### src/rtl/pwm_expander_pkg.sv
// -----------------------------------------------------------------------------
// pwm_expander_pkg
// Shared constants for the SPI-controlled PWM expander: command-field layout,
// control/prescale register addresses, control bit indices and the SPI frame
// receiver state encoding.
// -----------------------------------------------------------------------------
package pwm_expander_pkg;

  // Command byte: bit7 = write(1)/read(0), bits6:0 = register address.
  localparam int CMD_BITS     = 8;
  localparam int CMD_WR_BIT   = 7;
  localparam int CMD_ADDR_MSB = 6;
  localparam int CMD_ADDR_LSB = 0;
  localparam int ADDR_W       = CMD_ADDR_MSB - CMD_ADDR_LSB + 1;

  // Register map outside the per-channel duty registers.
  localparam logic [ADDR_W-1:0] ADDR_CTRL     = 7'h7E;
  localparam logic [ADDR_W-1:0] ADDR_PRESCALE = 7'h7F;

  // CTRL register bits.
  localparam int CTRL_EN_BIT  = 0;
  localparam int CTRL_INV_BIT = 1;

  // SPI frame receiver phases.
  typedef enum logic [1:0] {
    SPI_IDLE = 2'd0,
    SPI_CMD  = 2'd1,
    SPI_DATA = 2'd2
  } spi_state_e;

endpackage

### src/rtl/spi_frame_slave.sv
// -----------------------------------------------------------------------------
// spi_frame_slave
// SPI mode-0 frame receiver running entirely in the system clock domain.
// CS/SCLK/MOSI pass through 2-flop synchronisers; SCLK edges are detected on
// the synchronised copy. A frame is an 8-bit command followed by RES data bits.
//
// Ports:
//   clk_i, rst_i     system clock, async active-high reset
//   cs_n_i           SPI chip select (active low, asynchronous)
//   sclk_i, mosi_i   SPI clock / data in (asynchronous)
//   rd_data_i        register value for rd_addr_o, sampled on rd_stb_o
//   rd_stb_o         pulse: read command complete, load rd_data_i
//   rd_addr_o        address of the read in progress (valid with rd_stb_o)
//   wr_stb_o         pulse: complete write frame committed on CS rise
//   wr_addr_o        write address (valid with wr_stb_o)
//   wr_data_o        write data (valid with wr_stb_o)
//   miso_bit_o       current MSB of the read shift register
//   state_o          receiver phase, for observation
//
// Strobe protocol: rd_stb_o and wr_stb_o are single-cycle pulses with no
// back-pressure; the consumer must act in the cycle the strobe is high, while
// the accompanying address/data outputs are valid.
// -----------------------------------------------------------------------------
module spi_frame_slave
  import pwm_expander_pkg::*;
#(
  parameter int RES = 8
) (
  input  logic              clk_i,
  input  logic              rst_i,
  input  logic              cs_n_i,
  input  logic              sclk_i,
  input  logic              mosi_i,
  input  logic [RES-1:0]    rd_data_i,
  output logic              rd_stb_o,
  output logic [ADDR_W-1:0] rd_addr_o,
  output logic              wr_stb_o,
  output logic [ADDR_W-1:0] wr_addr_o,
  output logic [RES-1:0]    wr_data_o,
  output logic              miso_bit_o,
  output spi_state_e        state_o
);

  localparam int FRAME_BITS = CMD_BITS + RES;
  localparam int CNT_W      = 6;
  localparam logic [CNT_W-1:0] CNT_FRAME    = CNT_W'(FRAME_BITS);
  localparam logic [CNT_W-1:0] CNT_CMD      = CNT_W'(CMD_BITS);
  localparam logic [CNT_W-1:0] CNT_CMD_LAST = CNT_W'(CMD_BITS - 1);
  localparam logic [CNT_W-1:0] CNT_MAX      = '1;

  logic cs_meta_q, cs_sync_q, cs_prev_q;
  logic sclk_meta_q, sclk_sync_q, sclk_prev_q;
  logic mosi_meta_q, mosi_sync_q;

  logic                  sclk_rise, sclk_fall, cs_rise, cs_fall;
  spi_state_e            state_q, state_d;
  logic [CNT_W-1:0]      bit_cnt_q;
  logic [FRAME_BITS-1:0] shift_q;
  logic [RES-1:0]        miso_sr_q;

  // Synchronisers plus one history flop for edge detection.
  always_ff @(posedge clk_i or posedge rst_i) begin
    if (rst_i) begin
      cs_meta_q   <= 1'b0;
      cs_sync_q   <= 1'b0;
      cs_prev_q   <= 1'b0;
      sclk_meta_q <= 1'b0;
      sclk_sync_q <= 1'b0;
      sclk_prev_q <= 1'b0;
      mosi_meta_q <= 1'b0;
      mosi_sync_q <= 1'b0;
    end else begin
      cs_meta_q   <= cs_n_i;
      cs_sync_q   <= cs_meta_q;
      cs_prev_q   <= cs_sync_q;
      sclk_meta_q <= sclk_i;
      sclk_sync_q <= sclk_meta_q;
      sclk_prev_q <= sclk_sync_q;
      mosi_meta_q <= mosi_i;
      mosi_sync_q <= mosi_meta_q;
    end
  end

  assign sclk_rise = sclk_sync_q & ~sclk_prev_q;
  assign sclk_fall = ~sclk_sync_q & sclk_prev_q;
  assign cs_rise   = cs_sync_q & ~cs_prev_q;
  assign cs_fall   = ~cs_sync_q & cs_prev_q;

  // A frame only starts on an observed CS falling edge, so a reset that
  // lands mid-frame leaves the receiver idle until CS is re-asserted.
  always_ff @(posedge clk_i or posedge rst_i) begin
    if (rst_i) state_q <= SPI_IDLE;
    else       state_q <= state_d;
  end

  always_comb begin
    state_d = state_q;
    case (state_q)
      SPI_IDLE: if (cs_fall) state_d = SPI_CMD;
      SPI_CMD: begin
        if (cs_sync_q)                                  state_d = SPI_IDLE;
        else if (sclk_rise && bit_cnt_q == CNT_CMD_LAST) state_d = SPI_DATA;
      end
      SPI_DATA: if (cs_sync_q) state_d = SPI_IDLE;
      default: state_d = SPI_IDLE;
    endcase
  end

  // Read strobe fires on the 8th rising edge; the incoming bit completes the
  // address, and the first-received (R/W) bit now sits at shift_q[6].
  assign rd_stb_o  = (state_q == SPI_CMD) && sclk_rise &&
                     (bit_cnt_q == CNT_CMD_LAST) && !shift_q[CMD_WR_BIT-1];
  assign rd_addr_o = {shift_q[ADDR_W-2:0], mosi_sync_q};

  // Writes need exactly CMD_BITS+RES bits; the counter saturates so long
  // frames cannot wrap back onto a valid count.
  assign wr_stb_o  = (state_q == SPI_DATA) && cs_rise &&
                     (bit_cnt_q == CNT_FRAME) && shift_q[FRAME_BITS-1];
  assign wr_addr_o = shift_q[FRAME_BITS-2 -: ADDR_W];
  assign wr_data_o = shift_q[RES-1:0];

  always_ff @(posedge clk_i or posedge rst_i) begin
    if (rst_i) begin
      bit_cnt_q <= '0;
      shift_q   <= '0;
      miso_sr_q <= '0;
    end else if (cs_fall) begin
      bit_cnt_q <= '0;
      shift_q   <= '0;
      miso_sr_q <= '0;
    end else begin
      if (state_q != SPI_IDLE && sclk_rise) begin
        shift_q <= {shift_q[FRAME_BITS-2:0], mosi_sync_q};
        if (bit_cnt_q != CNT_MAX) bit_cnt_q <= bit_cnt_q + CNT_W'(1);
      end
      // The falling edge right after the 8th rising edge must not shift:
      // the master has not yet sampled the MSB.
      if (rd_stb_o)
        miso_sr_q <= rd_data_i;
      else if (state_q == SPI_DATA && sclk_fall && bit_cnt_q > CNT_CMD)
        miso_sr_q <= {miso_sr_q[RES-2:0], 1'b0};
    end
  end

  assign miso_bit_o = miso_sr_q[RES-1];
  assign state_o    = state_q;

endmodule

### src/rtl/multi_channel_pwm_expander.sv
// -----------------------------------------------------------------------------
// multi_channel_pwm_expander
// SPI-programmable bank of PWM outputs. Duty registers are double-buffered:
// SPI writes land in shadow registers that are copied to the active set only
// when the period counter wraps, so waveforms never glitch mid-period.
//
// Ports:
//   CLK         system clock (all logic on rising edge)
//   RST         asynchronous active-high reset
//   CS          SPI chip select, active low
//   SCLK, MOSI  SPI mode-0 clock and data in, MSB first
//   MISO        SPI data out, MSB first, 0 outside the read data phase
//   PWMOutputs  registered PWM waveforms, bit i = channel i
// -----------------------------------------------------------------------------
module multi_channel_pwm_expander
  import pwm_expander_pkg::*;
#(
  parameter int CHANNELS = 4,
  parameter int RES      = 8
) (
  input  logic                CLK,
  input  logic                RST,
  input  logic                CS,
  input  logic                SCLK,
  input  logic                MOSI,
  output logic                MISO,
  output logic [CHANNELS-1:0] PWMOutputs
);

  // Period counter runs 0 .. 2^RES-2, so a duty of 2^RES-1 is always high.
  localparam logic [RES-1:0] PERIOD_LAST = RES'((1 << RES) - 2);

  logic              rd_stb, wr_stb, miso_bit;
  logic [ADDR_W-1:0] rd_addr, wr_addr;
  logic [RES-1:0]    wr_data, rd_data;
  spi_state_e        spi_state;

  logic                ctrl_en_q, ctrl_inv_q;
  logic [RES-1:0]      prescale_q;
  logic [RES-1:0]      presc_cnt_q, presc_cnt_d;
  logic [RES-1:0]      period_q, period_d;
  logic                tick, period_wrap;
  logic [RES-1:0]      shadow_q [CHANNELS];
  logic [RES-1:0]      active_q [CHANNELS];
  logic [CHANNELS-1:0] raw;
  logic [CHANNELS-1:0] pwm_q;

  spi_frame_slave #(.RES(RES)) u_spi (
    .clk_i      (CLK),
    .rst_i      (RST),
    .cs_n_i     (CS),
    .sclk_i     (SCLK),
    .mosi_i     (MOSI),
    .rd_data_i  (rd_data),
    .rd_stb_o   (rd_stb),
    .rd_addr_o  (rd_addr),
    .wr_stb_o   (wr_stb),
    .wr_addr_o  (wr_addr),
    .wr_data_o  (wr_data),
    .miso_bit_o (miso_bit),
    .state_o    (spi_state)
  );

  // MISO only carries read data during the data phase; a CS rise returns
  // the receiver to idle and forces MISO low.
  assign MISO = miso_bit & (spi_state == SPI_DATA);

  // Register read mux; reads return the shadow (programmed) duty values.
  always_comb begin
    rd_data = '0;
    for (int i = 0; i < CHANNELS; i++) begin
      if (rd_addr == ADDR_W'(i)) rd_data = shadow_q[i];
    end
    if (rd_addr == ADDR_CTRL) begin
      rd_data               = '0;
      rd_data[CTRL_EN_BIT]  = ctrl_en_q;
      rd_data[CTRL_INV_BIT] = ctrl_inv_q;
    end
    if (rd_addr == ADDR_PRESCALE) rd_data = prescale_q;
  end

  always_ff @(posedge CLK or posedge RST) begin
    if (RST) begin
      ctrl_en_q  <= 1'b0;
      ctrl_inv_q <= 1'b0;
      prescale_q <= '0;
    end else if (wr_stb) begin
      if (wr_addr == ADDR_CTRL) begin
        ctrl_en_q  <= wr_data[CTRL_EN_BIT];
        ctrl_inv_q <= wr_data[CTRL_INV_BIT];
      end
      if (wr_addr == ADDR_PRESCALE) prescale_q <= wr_data;
    end
  end

  // Prescaler and period counter. A count above a freshly lowered PRESCALE
  // wraps silently to 0 rather than running up to the register width.
  always_comb begin
    presc_cnt_d = presc_cnt_q;
    period_d    = period_q;
    tick        = 1'b0;
    period_wrap = 1'b0;
    if (!ctrl_en_q) begin
      presc_cnt_d = '0;
      period_d    = '0;
    end else begin
      if (presc_cnt_q > prescale_q) begin
        presc_cnt_d = '0;
      end else if (presc_cnt_q == prescale_q) begin
        presc_cnt_d = '0;
        tick        = 1'b1;
      end else begin
        presc_cnt_d = presc_cnt_q + RES'(1);
      end
      if (tick) begin
        if (period_q == PERIOD_LAST) begin
          period_d    = '0;
          period_wrap = 1'b1;
        end else begin
          period_d = period_q + RES'(1);
        end
      end
    end
  end

  always_ff @(posedge CLK or posedge RST) begin
    if (RST) begin
      presc_cnt_q <= '0;
      period_q    <= '0;
    end else begin
      presc_cnt_q <= presc_cnt_d;
      period_q    <= period_d;
    end
  end

  // Shadow writes and active copies share a clock edge; the copy sees the
  // old shadow value, so a write coinciding with a wrap waits one period.
  always_ff @(posedge CLK or posedge RST) begin
    if (RST) begin
      for (int i = 0; i < CHANNELS; i++) begin
        shadow_q[i] <= '0;
        active_q[i] <= '0;
      end
    end else begin
      for (int i = 0; i < CHANNELS; i++) begin
        if (wr_stb && wr_addr == ADDR_W'(i)) shadow_q[i] <= wr_data;
        if (!ctrl_en_q || period_wrap)       active_q[i] <= shadow_q[i];
      end
    end
  end

  always_comb begin
    raw = '0;
    for (int i = 0; i < CHANNELS; i++) begin
      raw[i] = ctrl_en_q && (period_q < active_q[i]);
    end
  end

  // Invert is applied after enable gating, so a disabled, inverted bank
  // drives all ones.
  always_ff @(posedge CLK or posedge RST) begin
    if (RST) pwm_q <= '0;
    else     pwm_q <= raw ^ {CHANNELS{ctrl_inv_q}};
  end

  assign PWMOutputs = pwm_q;

endmodule

### config.mk
export PLATFORM = sky130hd
export DESIGN_NAME = multi_channel_pwm_expander
export DESIGN_NICKNAME = d
export VERILOG_FILES = /design/src/rtl/pwm_expander_pkg.sv /design/src/rtl/spi_frame_slave.sv /design/src/rtl/multi_channel_pwm_expander.sv
export SDC_FILE = /design/constraint.sdc
export NUM_CORES = 1
export LEC_CHECK = 0
export ABC_AREA = 0
export CAP_MARGIN = 20
export CORE_MARGIN = 2
export CORE_UTILIZATION = 40
export CTS_CLUSTER_DIAMETER = 40
export DETAILED_ROUTE_END_ITERATION = 6
export PLACE_DENSITY = 0.58
export SLEW_MARGIN = 20
export SYNTH_ARGS = -nofsm -noshare
export SYNTH_HDL_FRONTEND = slang
export SYNTH_HIERARCHICAL = 1
export SYNTH_SLANG_ARGS = --single-unit
### constraint.sdc
create_clock -name CLK -period 2.8 [get_ports CLK]
set_input_delay 0.56 -clock CLK [delete_from_list [all_inputs] [get_ports CLK]]
set_output_delay 0.56 -clock CLK [all_outputs]
set_load 0.01 [all_outputs]
Yosys cells after proc, flatten, opt, wreduce, memory -nomap -nowiden
Index checks and enable logic that the tools add are counted.

Bits in registers: 134. Latch bits: 0. Bits in writable memories: 0. ROM bits: 0. Bits of input ports: 5. Output and inout bits: 5. Word-level logic and storage cells: 129. Memories kept: 0.

Add/subtract/negate cells: 3. $mul: 0. Divide/modulo/power cells: 0. Magnitude comparators: 6. Eq/ne operators: 21. Shifts and indexed selects: 0. Muxes and demuxes: 31. Bitwise operators: 10. Reduce and logical (&&, ||, !) cells: 32.

Operator list (count): 2-to-1 mux 8 bit (15); less-than comparator 8 bit (4); 2-to-1 mux 16 bit (2); == test 7 x 2 -> 1 bit (second input constant) (4); == test 7 bit (second input constant) (4); logical AND 1 bit (18); 2-to-1 mux 6 bit (3); adder 8 x 1 -> 8 bit (second input constant) (2); == test 7 x 1 -> 1 bit (second input constant) (2); logical NOT 7 bit (2); == test 8 bit (1); == test 8 bit (second input constant) (1); > comparator 8 bit (1); 2-to-1 mux 2 bit (4); adder 6 x 1 -> 6 bit (second input constant) (1); == test 6 x 3 -> 1 bit (second input constant) (1); == test 6 x 5 -> 1 bit (second input constant) (1); > comparator 6 x 4 -> 1 bit (second input constant) (1); 2-to-1 mux 1 bit (6); inequality test 2 x 1 -> 1 bit (second input constant) (3); inequality test 6 bit (second input constant) (1); one-hot mux 2 bit (3 select lines) (1); AND reduction 2 bit (3); nonzero test 2 bit (3); other kinds (11) (19).

Depth between registers and ports, before layout
Depth after elaboration: 9. Gate-level depth with buffers: 9. Mapped depth without buffers: 8.

Hierarchy
Netlist, hierarchy kept.

Modules (own cells, without submodules): multi_channel_pwm_expander (times used 1, cells each 445, area each 5241.3 um^2, seq. area each 2352.3 um^2); spi_frame_slave (times used 1, cells each 197, area each 1903.1 um^2, seq. area each 1001.0 um^2).

Least setup slack after synthesis
No wires, ideal clock.

Path type: register -> register. From: reg u_spi.bit_cnt_q[0]. To: reg prescale_q[1]. Setup time: 132 ps. Arrival time: 2400 ps. Data required time: 2668 ps. Path slack: 268 ps. Cell stages (with the launch flop): 9. Buffers on the path: 1. Clock period less this slack: 2532 ps. Cell sequence: dfrtp_1 inv_1 ha_1 nand3_1 nor4_1 nand4_1 nor3_2 clkbuf_1 o21ai_0.

Longest elaborated chain between the ends: 4.

Ends and longest elaborated chain: start, declared (line spi_frame_slave.sv:57) `logic [CNT_W-1:0] bit_cnt_q;`; start signal, assigned (line spi_frame_slave.sv:134) `if (bit_cnt_q != CNT_MAX) bit_cnt_q <= bit_cnt_q + CNT_W'(1);`; == test 6 x 5 -> 1 bit (line spi_frame_slave.sv:118) `(bit_cnt_q == CNT_FRAME) && shift_q[FRAME_BITS-1];`; logical AND 1 bit (line spi_frame_slave.sv:117) `assign wr_stb_o = (state_q == SPI_DATA) && cs_rise &&`; logical AND 1 bit (line spi_frame_slave.sv:118); named net wr_stb (line multi_channel_pwm_expander.sv:33) `logic rd_stb, wr_stb, miso_bit;`; AND reduction 2 bit (no source line); end signal, assigned (line multi_channel_pwm_expander.sv:92) `if (wr_addr == ADDR_PRESCALE) prescale_q <= wr_data;`; end, declared (line multi_channel_pwm_expander.sv:39) `logic [RES-1:0] prescale_q;`.

The timed path passes the listed nets, and every way through them passes these cells. A chain may end at the register's enable or synchronous reset.

Worst setup path after layout
From: reg presc_cnt_q[5]. To: reg active_q[13] (netlist bit).

Longest elaborated chain between the ends: 7. Elaborated cells between the ends (all ways): 8. Classes of those cells: order compare (1); eq/ne (1); mux (5); reduce/logical (1).

Ends and longest elaborated chain: start, declared (line multi_channel_pwm_expander.sv:40) `logic [RES-1:0] presc_cnt_q, presc_cnt_d;`; start signal, assigned (line multi_channel_pwm_expander.sv:131) `presc_cnt_q <= presc_cnt_d;`; branches (longest 2 deep; another with > comparator 8 bit); 2-to-1 mux 1 bit (*) (line multi_channel_pwm_expander.sv:107) `if (presc_cnt_q > prescale_q) begin`; 2-to-1 mux 1 bit (*) (line multi_channel_pwm_expander.sv:103) `if (!ctrl_en_q) begin`; 2-to-1 mux 1 bit (*) (line multi_channel_pwm_expander.sv:115) `if (tick) begin`; 2-to-1 mux 1 bit (*) (line multi_channel_pwm_expander.sv:103); logical OR 1 bit (*) (line multi_channel_pwm_expander.sv:147) `if (!ctrl_en_q || period_wrap) active_q[i] <= shadow_q[i];`; end signal, assigned by index (line multi_channel_pwm_expander.sv:147); end, declared (line multi_channel_pwm_expander.sv:44) `logic [RES-1:0] active_q [CHANNELS];`.

Every way passes the cells marked *. The select of a mux whose other input is x is not followed.

==> metrics.cfg <==
[final_layout]
fin_nets = 683
layout_commonest_cell = dfrtp_1
final_cell_mix = dfrtp_1 (134), nand2_1 (67), mux2_2 (45)
num_antenna_cells = 0
area_delta_synth_final_pct = 10.02
final_util_pct = 45.26
drive_above_1_share_pct = 17.77
final_cell_count_no_fill = 872

[grt]
grt_pass1_wl_um = 24350
track_usage_pct = 17.05
antenna_found_initial = 0
grtUsageMet3_pct = 4.599
grt_pass1_vias = 4621
gr-usage-met2_pct = 26.20
use_met1_pct = 23.05
gr-max-usage-layer = met2
grt_max_degree = 58
grt_overflow = 0

[pwr]
p_leak_uw = 0.003661
p_sw_uw = 845.3
p_sw_share_pct = 20.96
combPwrFrac_pct = 2.5
seqPwrFrac_pct = 48.8
p_int_uw = 3188
cellPowerDensity_nw_per_um2 = 513.3
power_frac_clock_pct = 48.7
ir_worst_vdd_mv = 0.4032

[die]
start_util_pct = 41.14
die_h_um = 137.6
core_area_um2 = 17360
io_pins = 10
die_w_um = 137.6
fp.dieArea_um2 = 18940
rows = 48

[timing]
tns_ns = 0
hold_viol_final = 0
layout_setup_ws_ns = 0.4857
worst_pin_slew_ns = 0.7418
rsz0062_at_grt = no
max_slew_margin_pct = 50.55
slew_viol_final = 0
post-route-period-util_pct = 82.65
finalClockSkew_ns = 0.007279
setup_viol = 0
max_freq_mhz = 432.1
fin_crit_ns = 2.314

[detailed_routing]
drt_first_iter_violations = 334
ant_nets = 0
detail_route.wl_per_cell_um = 16.79
drc = 0
firstDrtPassIters = 4
via_per_inst = 5.386
vias = 4697
postRouteWirelength_um = 14640

[worst_setup_path]
worst-endpoint-required_ns = 3.10
path_max_fanout = 35
critPathSlowestCell = dfrtp_1
rr_endpoint = active_q[13]
reg2reg_depth = 6
r2r-start = presc_cnt_q[5]
crit_family = simple AND/OR/NAND/NOR gates
endpoint_kind = flop
path_buf_inv = 1
cp_slowest_stage_delay_ns = 0.42
crit_path_start = presc_cnt_q[5]
crit_path_cell_trace = ha_1, and4_1, nand2_2, o31ai_4, buf_4, mux2_2
arrival_ns = 2.61
r2r_setup_slack_ns = 0.49
setup.worst_path.start_class = flop
setup.worst_path.class = reg -> reg

[job]
max_cap_viol_count = 0

[hold_path]
hp-class = reg -> reg
worst_hold_startpoint = u_spi/cs_meta_q
whs_endpoint = u_spi/cs_sync_q
whs_path_depth = 0

[clocking]
cts_root_buffer = clkbuf_16
htreeDepth = 4
cts_resized = 0
cts_tree = yes
numCtsBuffers = 17
clock_path_buffers = 2
clk_pin_slew_ns = 0.05
cts.sink_count = 134
cts_setup_buffers = 0
clock_latency_ns = 0.42
cts_hold_buf = 0

[place]
place.gp.congestion = 0.8174
post-place-ws_ns = 0.4885
portBuffers = 9
dp_hpwl_um = 10640
placed_cells = 843

[synth]
netlist_instances = 641
synth_area_um2 = 7141
yosysWarnings = 6
syn_nets = 687
syn_avg_cell_area_um2 = 11.14

[outcome]
status = complete, no violations

## cell type report
cell class	count	area, um2
Multi-Input combinational cell	419	3333
Sequential cell	134	3353
Fill cell	1562	9500
Timing Repair Buffer	20	197.7
Tap cell	225	281.5
Inverter	45	172.7
Clock inverter	4	22.52
Clock buffer	25	495.5
## worst max path at each step
stage / cells past startpoint / endpoint
6_report: 6 / active_q[13]
5_1_grt: 6 / active_q[11]
4_1_cts: 6 / active_q[16]
3_5_place_dp: 6 / active_q[27]
3_3_place_gp: 6 / active_q[27]
2_1_floorplan: 8 / prescale_q[1]
## registers in the layout (all words and copies together), names as in the netlist, 4 cells and up
register and cells:
u_spi/miso_sr_q 8, PWMOutputs 4, u_spi/shift_q 16, period_q 8, shadow_q 32, active_q 32
presc_cnt_q 8, u_spi/bit_cnt_q 6, prescale_q 8
## power by group through the flow
| stage | combinational, uW | clock (uW) | sequential [uW] |
|---|---|---|---|
| after global routing | 119 | 2110 | 1970 |
| after global placement | 105 | 0 | 2000 |
| after CTS | 107 | 2010 | 1970 |
| after detailed placement | 107 | 0 | 2000 |
| after floorplan | 79.4 | 0 | 1990 |
| final | 102 | 1960 | 1970 |
## through the flow
stage	instance area, um2	hold slack, ns	power (uW)
finish	7856	0.3501	4033
CTS	7856	0.3496	4087
global placement	7338	0.3338	2104
detailed placement	7338	0.3378	2107
global route	7856	0.3523	4195
floorplan	7144	0.3312	2070
## routing by layer
metal	vias up	share of wire, %
met5	-	0
met4	0	2.6
li1	2251	-
met1	2320	47
met3	29	3.9
met2	97	46
(Power assumes the default switching activity.)
